File: src/rtl/regfile_pkg.sv
// ============================================================================
// Module  : regfile_pkg
// Brief   : Shared types and constants for the register-file write arbiter.
// Revision: 1.0 - initial release
// ============================================================================
`default_nettype none

package regfile_pkg;

   localparam int REG_WIDTH = 16;
   localparam int REG_AW    = 3;
   localparam int NUM_REGS  = 8;
   localparam logic [REG_WIDTH-1:0] RESET_VALUE = 16'h0000;

   typedef enum logic [0:0] {
      INIT = 1'b0,
      ARB  = 1'b1
   } state_t;

endpackage

`default_nettype wire

File: src/rtl/regfile_write_arbiter_rr.sv
// ============================================================================
// Module  : rr_arbiter2
// Brief   : Two-way round-robin grant; pointer names the requester favoured on a tie.
// Revision: 1.0 - initial release
// ============================================================================
`default_nettype none

module rr_arbiter2 (
   input  logic clk,
   input  logic rst,
   input  logic i_en,
   input  logic i_valid0,
   input  logic i_valid1,
   output logic o_grant0,
   output logic o_grant1
);

   logic r_rr_ptr;

   always_comb begin
      o_grant0 = 1'b0;
      o_grant1 = 1'b0;
      if (i_en) begin
         if (i_valid0 && i_valid1) begin
            o_grant0 = ~r_rr_ptr;
            o_grant1 = r_rr_ptr;
         end else begin
            o_grant0 = i_valid0;
            o_grant1 = i_valid1;
         end
      end
   end

   // After a grant the other requester becomes the favoured one.
   always_ff @(posedge clk) begin
      if (rst) begin
         r_rr_ptr <= 1'b0;
      end else if (o_grant0) begin
         r_rr_ptr <= 1'b1;
      end else if (o_grant1) begin
         r_rr_ptr <= 1'b0;
      end
   end

endmodule

`default_nettype wire

File: src/rtl/regfile_write_arbiter.sv
// ============================================================================
// Module  : regfile_write_arbiter
// Brief   : Owns the register-file write port: init sweep, then round-robin sharing.
// Revision: 1.0 - initial release
// ============================================================================
`default_nettype none

module regfile_write_arbiter
   import regfile_pkg::*;
#(
   parameter int               WIDTH      = REG_WIDTH,
   parameter int               AW         = REG_AW,
   parameter bit               INIT_EN    = 1'b1,
   parameter logic [WIDTH-1:0] INIT_VALUE = WIDTH'(RESET_VALUE)
) (
   input  logic             clk,
   input  logic             reset,
   input  logic             valid0,
   input  logic [AW-1:0]    addr0,
   input  logic [WIDTH-1:0] data0,
   output logic             ready0,
   input  logic             valid1,
   input  logic [AW-1:0]    addr1,
   input  logic [WIDTH-1:0] data1,
   output logic             ready1,
   output logic             write,
   output logic [AW-1:0]    writeAdd,
   output logic [WIDTH-1:0] in,
   output logic             init_done,
   output logic             collision
);

   localparam logic [AW:0] c_last_addr   = (AW+1)'((1 << AW) - 1);
   localparam logic [AW:0] c_one         = (AW+1)'(1);
   localparam state_t      c_reset_state = INIT_EN ? INIT : ARB;

   state_t            r_state;
   state_t            w_state_next;
   logic [AW:0]       r_init_cnt;
   logic              r_write;
   logic [AW-1:0]     r_write_add;
   logic [WIDTH-1:0]  r_in;
   logic              r_init_done;
   logic              w_arb_en;
   logic              w_grant0;
   logic              w_grant1;
   logic              w_init_last;

   // Reset suppresses grants so no transfer can be lost in the reset cycle.
   assign w_arb_en    = (r_state == ARB) && !reset;
   assign w_init_last = (r_init_cnt == c_last_addr);

   rr_arbiter2 u_rr_arbiter2 (
      .clk      (clk),
      .rst      (reset),
      .i_en     (w_arb_en),
      .i_valid0 (valid0),
      .i_valid1 (valid1),
      .o_grant0 (w_grant0),
      .o_grant1 (w_grant1)
   );

   assign ready0    = w_grant0;
   assign ready1    = w_grant1;
   assign collision = valid0 && valid1 && (addr0 == addr1);

   always_ff @(posedge clk) begin
      if (reset) begin
         r_state <= c_reset_state;
      end else begin
         r_state <= w_state_next;
      end
   end

   always_comb begin
      w_state_next = r_state;
      if ((r_state == INIT) && w_init_last) begin
         w_state_next = ARB;
      end
   end

   always_ff @(posedge clk) begin
      if (reset) begin
         r_write     <= 1'b0;
         r_write_add <= '0;
         r_in        <= '0;
         r_init_done <= !INIT_EN;
         r_init_cnt  <= '0;
      end else if (r_state == INIT) begin
         r_write     <= 1'b1;
         r_write_add <= r_init_cnt[AW-1:0];
         r_in        <= INIT_VALUE;
         r_init_cnt  <= r_init_cnt + c_one;
         if (w_init_last) begin
            r_init_done <= 1'b1;
         end
      end else begin
         // Address and data hold their last values on idle cycles.
         r_write <= w_grant0 | w_grant1;
         if (w_grant0) begin
            r_write_add <= addr0;
            r_in        <= data0;
         end else if (w_grant1) begin
            r_write_add <= addr1;
            r_in        <= data1;
         end
      end
   end

   assign write     = r_write;
   assign writeAdd  = r_write_add;
   assign in        = r_in;
   assign init_done = r_init_done;

endmodule

`default_nettype wire

File: config.mk
export PLATFORM = sky130hd
export DESIGN_NAME = regfile_write_arbiter
export DESIGN_NICKNAME = d
export VERILOG_FILES = /design/src/rtl/regfile_pkg.sv /design/src/rtl/regfile_write_arbiter_rr.sv /design/src/rtl/regfile_write_arbiter.sv
export SDC_FILE = /design/constraint.sdc
export NUM_CORES = 1
export LEC_CHECK = 0
export BUFFER_PORTS_ARGS = -buffer_cell sky130_fd_sc_hd__clkbuf_2
export CORE_MARGIN = 5
export CORE_UTILIZATION = 50
export CTS_BUF_LIST = sky130_fd_sc_hd__clkbuf_8
export CTS_CLUSTER_SIZE = 28
export DETAILED_ROUTE_END_ITERATION = 10
export GPL_TIMING_DRIVEN = 0
export PLACE_DENSITY = 0.88
export SYNTH_ARGS = -nofsm -noshare
export SYNTH_HDL_FRONTEND = slang
export SYNTH_HIERARCHICAL = 1
export SYNTH_SLANG_ARGS = --single-unit
File: constraint.sdc
create_clock -name clk -period 3.9 [get_ports clk]
set_input_delay 0.585 -clock clk [delete_from_list [all_inputs] [get_ports clk]]
set_output_delay 0.585 -clock clk [all_outputs]
set_load 0.02 [all_outputs]
==> metrics.md <==
| Metric | Value |
|---|---|
| Skew-Pair Late Insertion Delay | `0.26 ns` |
| Share of cells above drive strength 1 | `0.515` |
| Clk pin slew, worst setup/hold paths | `0.08 ns` |
| IO Pins | `66` |
| Final setup violation count | `0` |
| Initial core utilization | `0.509` |
| Critical path class | `in2out` |
| Num Clock Sinks | `26` |
| Routability cong. | `0.758` |
| Core ar. | `0.00271 mm²` |
| Final Cell Area | `0.00180 mm²` |
| PwrDens | `275 mW/mm²` |
| Status | `complete, no violations` |
| Warnings from Yosys | `6` |
| TritonCTS clock tree | `done` |
| 1st-iter DRT viols | `20` |
| IO buf count | `65` |
| Reg2reg start | `r_state` |
| Vias in the first global route | `1121` |
| Die area | `0.00391 mm²` |
| Die W | `62.5 µm` |
| Critical path launch point | `reset` |
| Synth-to-layout area growth | `30.4%` |
| DR pass1 iterations | `4` |
| Hold_buf cts | `0` |
| Yosys top cell area share | `0.377` |
| Startpoint Class | `input port` |
| Register area share after synthesis | `0.377` |
| Worst R2R Setup Slack | `1.66 ns` |
| Total Nets Final | `240` |
| Clock group share of total power | `0.338` |
| Setup Skew | `0.00156 ns` |
| Syn_area_per_cell | `10.9 µm²` |
| Total wire length | `3.00 mm` |
| Via count | `1110` |
| Post-Synthesis Cells | `127` |
| H-tree lvl count | `1` |
| DRC viols | `0` |
| Row count | `19` |
| Routed Antenna Nets | `0` |
| Setup bufs post-CTS | `0` |
| VDD IR max | `0.305 mV` |
| Unique masters post-synth | `27` |
| Register share of total power | `0.557` |
| Top achievable clock speed | `0.392 GHz` |
| Area leader, netlist | `dfxtp_1` |
| Root buffer cell | `clkbuf_8` |
| Crit Path Max Fanout | `10` |
| Reg2Reg Depth | `10` |
| Leak Pwr | `0.796 nW` |
| CTS buffer count | `3` |
| DR vias/cell | `4.89` |
| Logic pwr share | `0.104` |
| Setup_tns | `0 ns` |
| Setup crit end kind | `output port` |
| Min-Delay Path Class | `in2reg` |
| Initial antenna violation count | `0` |
| GR Util All Layers | `0.155` |
| Net Sw Frac | `0.210` |
| Post-CTS sizing | `0` |
| First-pass GRT wire length | `5.07 mm` |
| Critical R2R Capture | `in[12]` |
| Synthesized flop and latch total | `26` |
| Util after Layout | `0.663` |
| Crit path DAT | `1.97 ns` |
| Maximum number of pins on one net before global-route repair | `15` |
| Cell Area, Placed | `0.00174 mm²` |
| Final-report hold violation count | `0` |
| Setup crit end | `ready1` |
| Power Total | `0.494 mW` |
| RSZ-0062 raised after global routing | `false` |
| Post-route minimum period | `2.55 ns` |
| Antenna Cells | `0` |
| Commonest non-fill, non-tap cell in the layout | `clkbuf_2` |
| Commonest non-fill, non-tap cells in the layout | `clkbuf_2 (65), dfxtp_1 (26), nor2_1 (21)` |
| Final Cycle Share | `0.655` |
| Syn nets | `170` |
| GR Overflow Total | `0` |
| Synth area leaders | `dfxtp_1 (38%), mux2_4 (17%), mux2i_1 (12%)` |
| WL per Instance | `13.2 µm` |
| Rel. slew slack | `0.680` |
| Clock tree buffer depth | `2` |
| Max Cap Viol | `0` |
| Slew Limit Fails | `0` |
| Synth Cell Area | `0.00138 mm²` |
| Worst slew pin tran | `0.480 ns` |
| Detailed placement HPWL | `2.47 mm` |
| Die Ht | `62.5 µm` |
| Int Power | `0.390 mW` |
| Worst Path Required | `3.31 ns` |
| P_sw | `0.104 mW` |
-- layer usage --
metal / global-route usage / wire length, µm / up-vias
li1: - / - / 575
met1: 0.185 / 1290 / 502
met2: 0.268 / 1480 / 31
met3: 0.0450 / 207 / 2
met4: 0.0398 / 17 / 0
met5: 0 / 0 / -
-- cell families (layout without fill, tap and decap cells) --
logic type,after synthesis,in the layout,synth area share
AOI/OAI and AO/OA,12,12,0.0753
xor gates and xnor gates,5,5,0.0318
adders and majority gates,1,1,0.00907
buffers and inverters,11,80,0.0590
DFF,26,26,0.377
muxes,33,33,0.298
and+or+nand+nor,39,39,0.150
-- through the flow --
stage	cells	hold WS [ns]	setup WS, ns
floorplan	127	0.468	1.40
global placement	223	0.496	1.34
detailed placement	223	0.505	1.29
CTS	227	0.511	1.33
global route	227	0.517	1.24
finish	227	0.519	1.35
-- how the worst min path moves through the flow --
stage          slack [ns]                   start  depth (start not counted)                endpoint
2_1_floorplan        0.47  u_rr_arbiter2/r_rr_ptr                          1  u_rr_arbiter2/r_rr_ptr
3_3_place_gp         0.50  u_rr_arbiter2/r_rr_ptr                          1  u_rr_arbiter2/r_rr_ptr
3_5_place_dp         0.50  u_rr_arbiter2/r_rr_ptr                          1  u_rr_arbiter2/r_rr_ptr
4_1_cts              0.51                   reset                          2  u_rr_arbiter2/r_rr_ptr
5_1_grt              0.52                   reset                          2  u_rr_arbiter2/r_rr_ptr
6_report             0.52                   reset                          2  u_rr_arbiter2/r_rr_ptr
-- critical path, stage by stage --
cell and delay [ns]:
clkbuf_2 0.10, buf_6 0.14, nand2b_4 0.14, buf_2 0.18
inv_1 0.12, nand2_1 0.06, a21oi_1 0.39, clkbuf_2 0.26
-- power groups by stage --
stage	registers, mW	logic [mW]	clock network [mW]
final	0.275	0.0514	0.167
after detailed placement	0.282	0.0520	0
after global placement	0.281	0.0509	0
after floorplan	0.284	0.0207	0
after global routing	0.276	0.0577	0.184
after CTS	0.275	0.0522	0.173
-- cells in the mapped netlist --
master and instances:
nand2b_1 2, a31oi_1 1, and2b_2 2, buf_4 2, mux2_4 16, a211oi_2 2
dfxtp_1 26, xor2_1 2, a311oi_1 1, nand2_1 2, a21oi_1 5, xnor2_1 3
ha_1 1, o22ai_1 1, o32ai_2 2, nand3_1 1, nor2b_1 5, nand2b_4 1
inv_1 3, mux2i_1 17, nor3b_2 1, and3b_1 1, nor2_1 21, nand4b_1 1
nor3_1 2, buf_2 2, buf_6 4
-- area by class of cell --
class                           instances  area [µm²]
Sequential cell                        26         520
Timing Repair Buffer                   65         325
Multi-Input combinational cell         90         777
Tap cell                               31        38.8
Buffer                                  8        70.1
Fill cell                             225         912
Clock buffer                            4        55.1
Inverter                                3        11.3
-- sequential cells by signal, indices dropped and copies added, names as in the netlist --
| signal | count |
|---|---|
| write | 1 |
| r_state | 1 |
| r_init_cnt | 4 |
| in | 16 |
| writeAdd | 3 |
| u_rr_arbiter2/r_rr_ptr | 1 |
(Power assumes the default switching activity.)
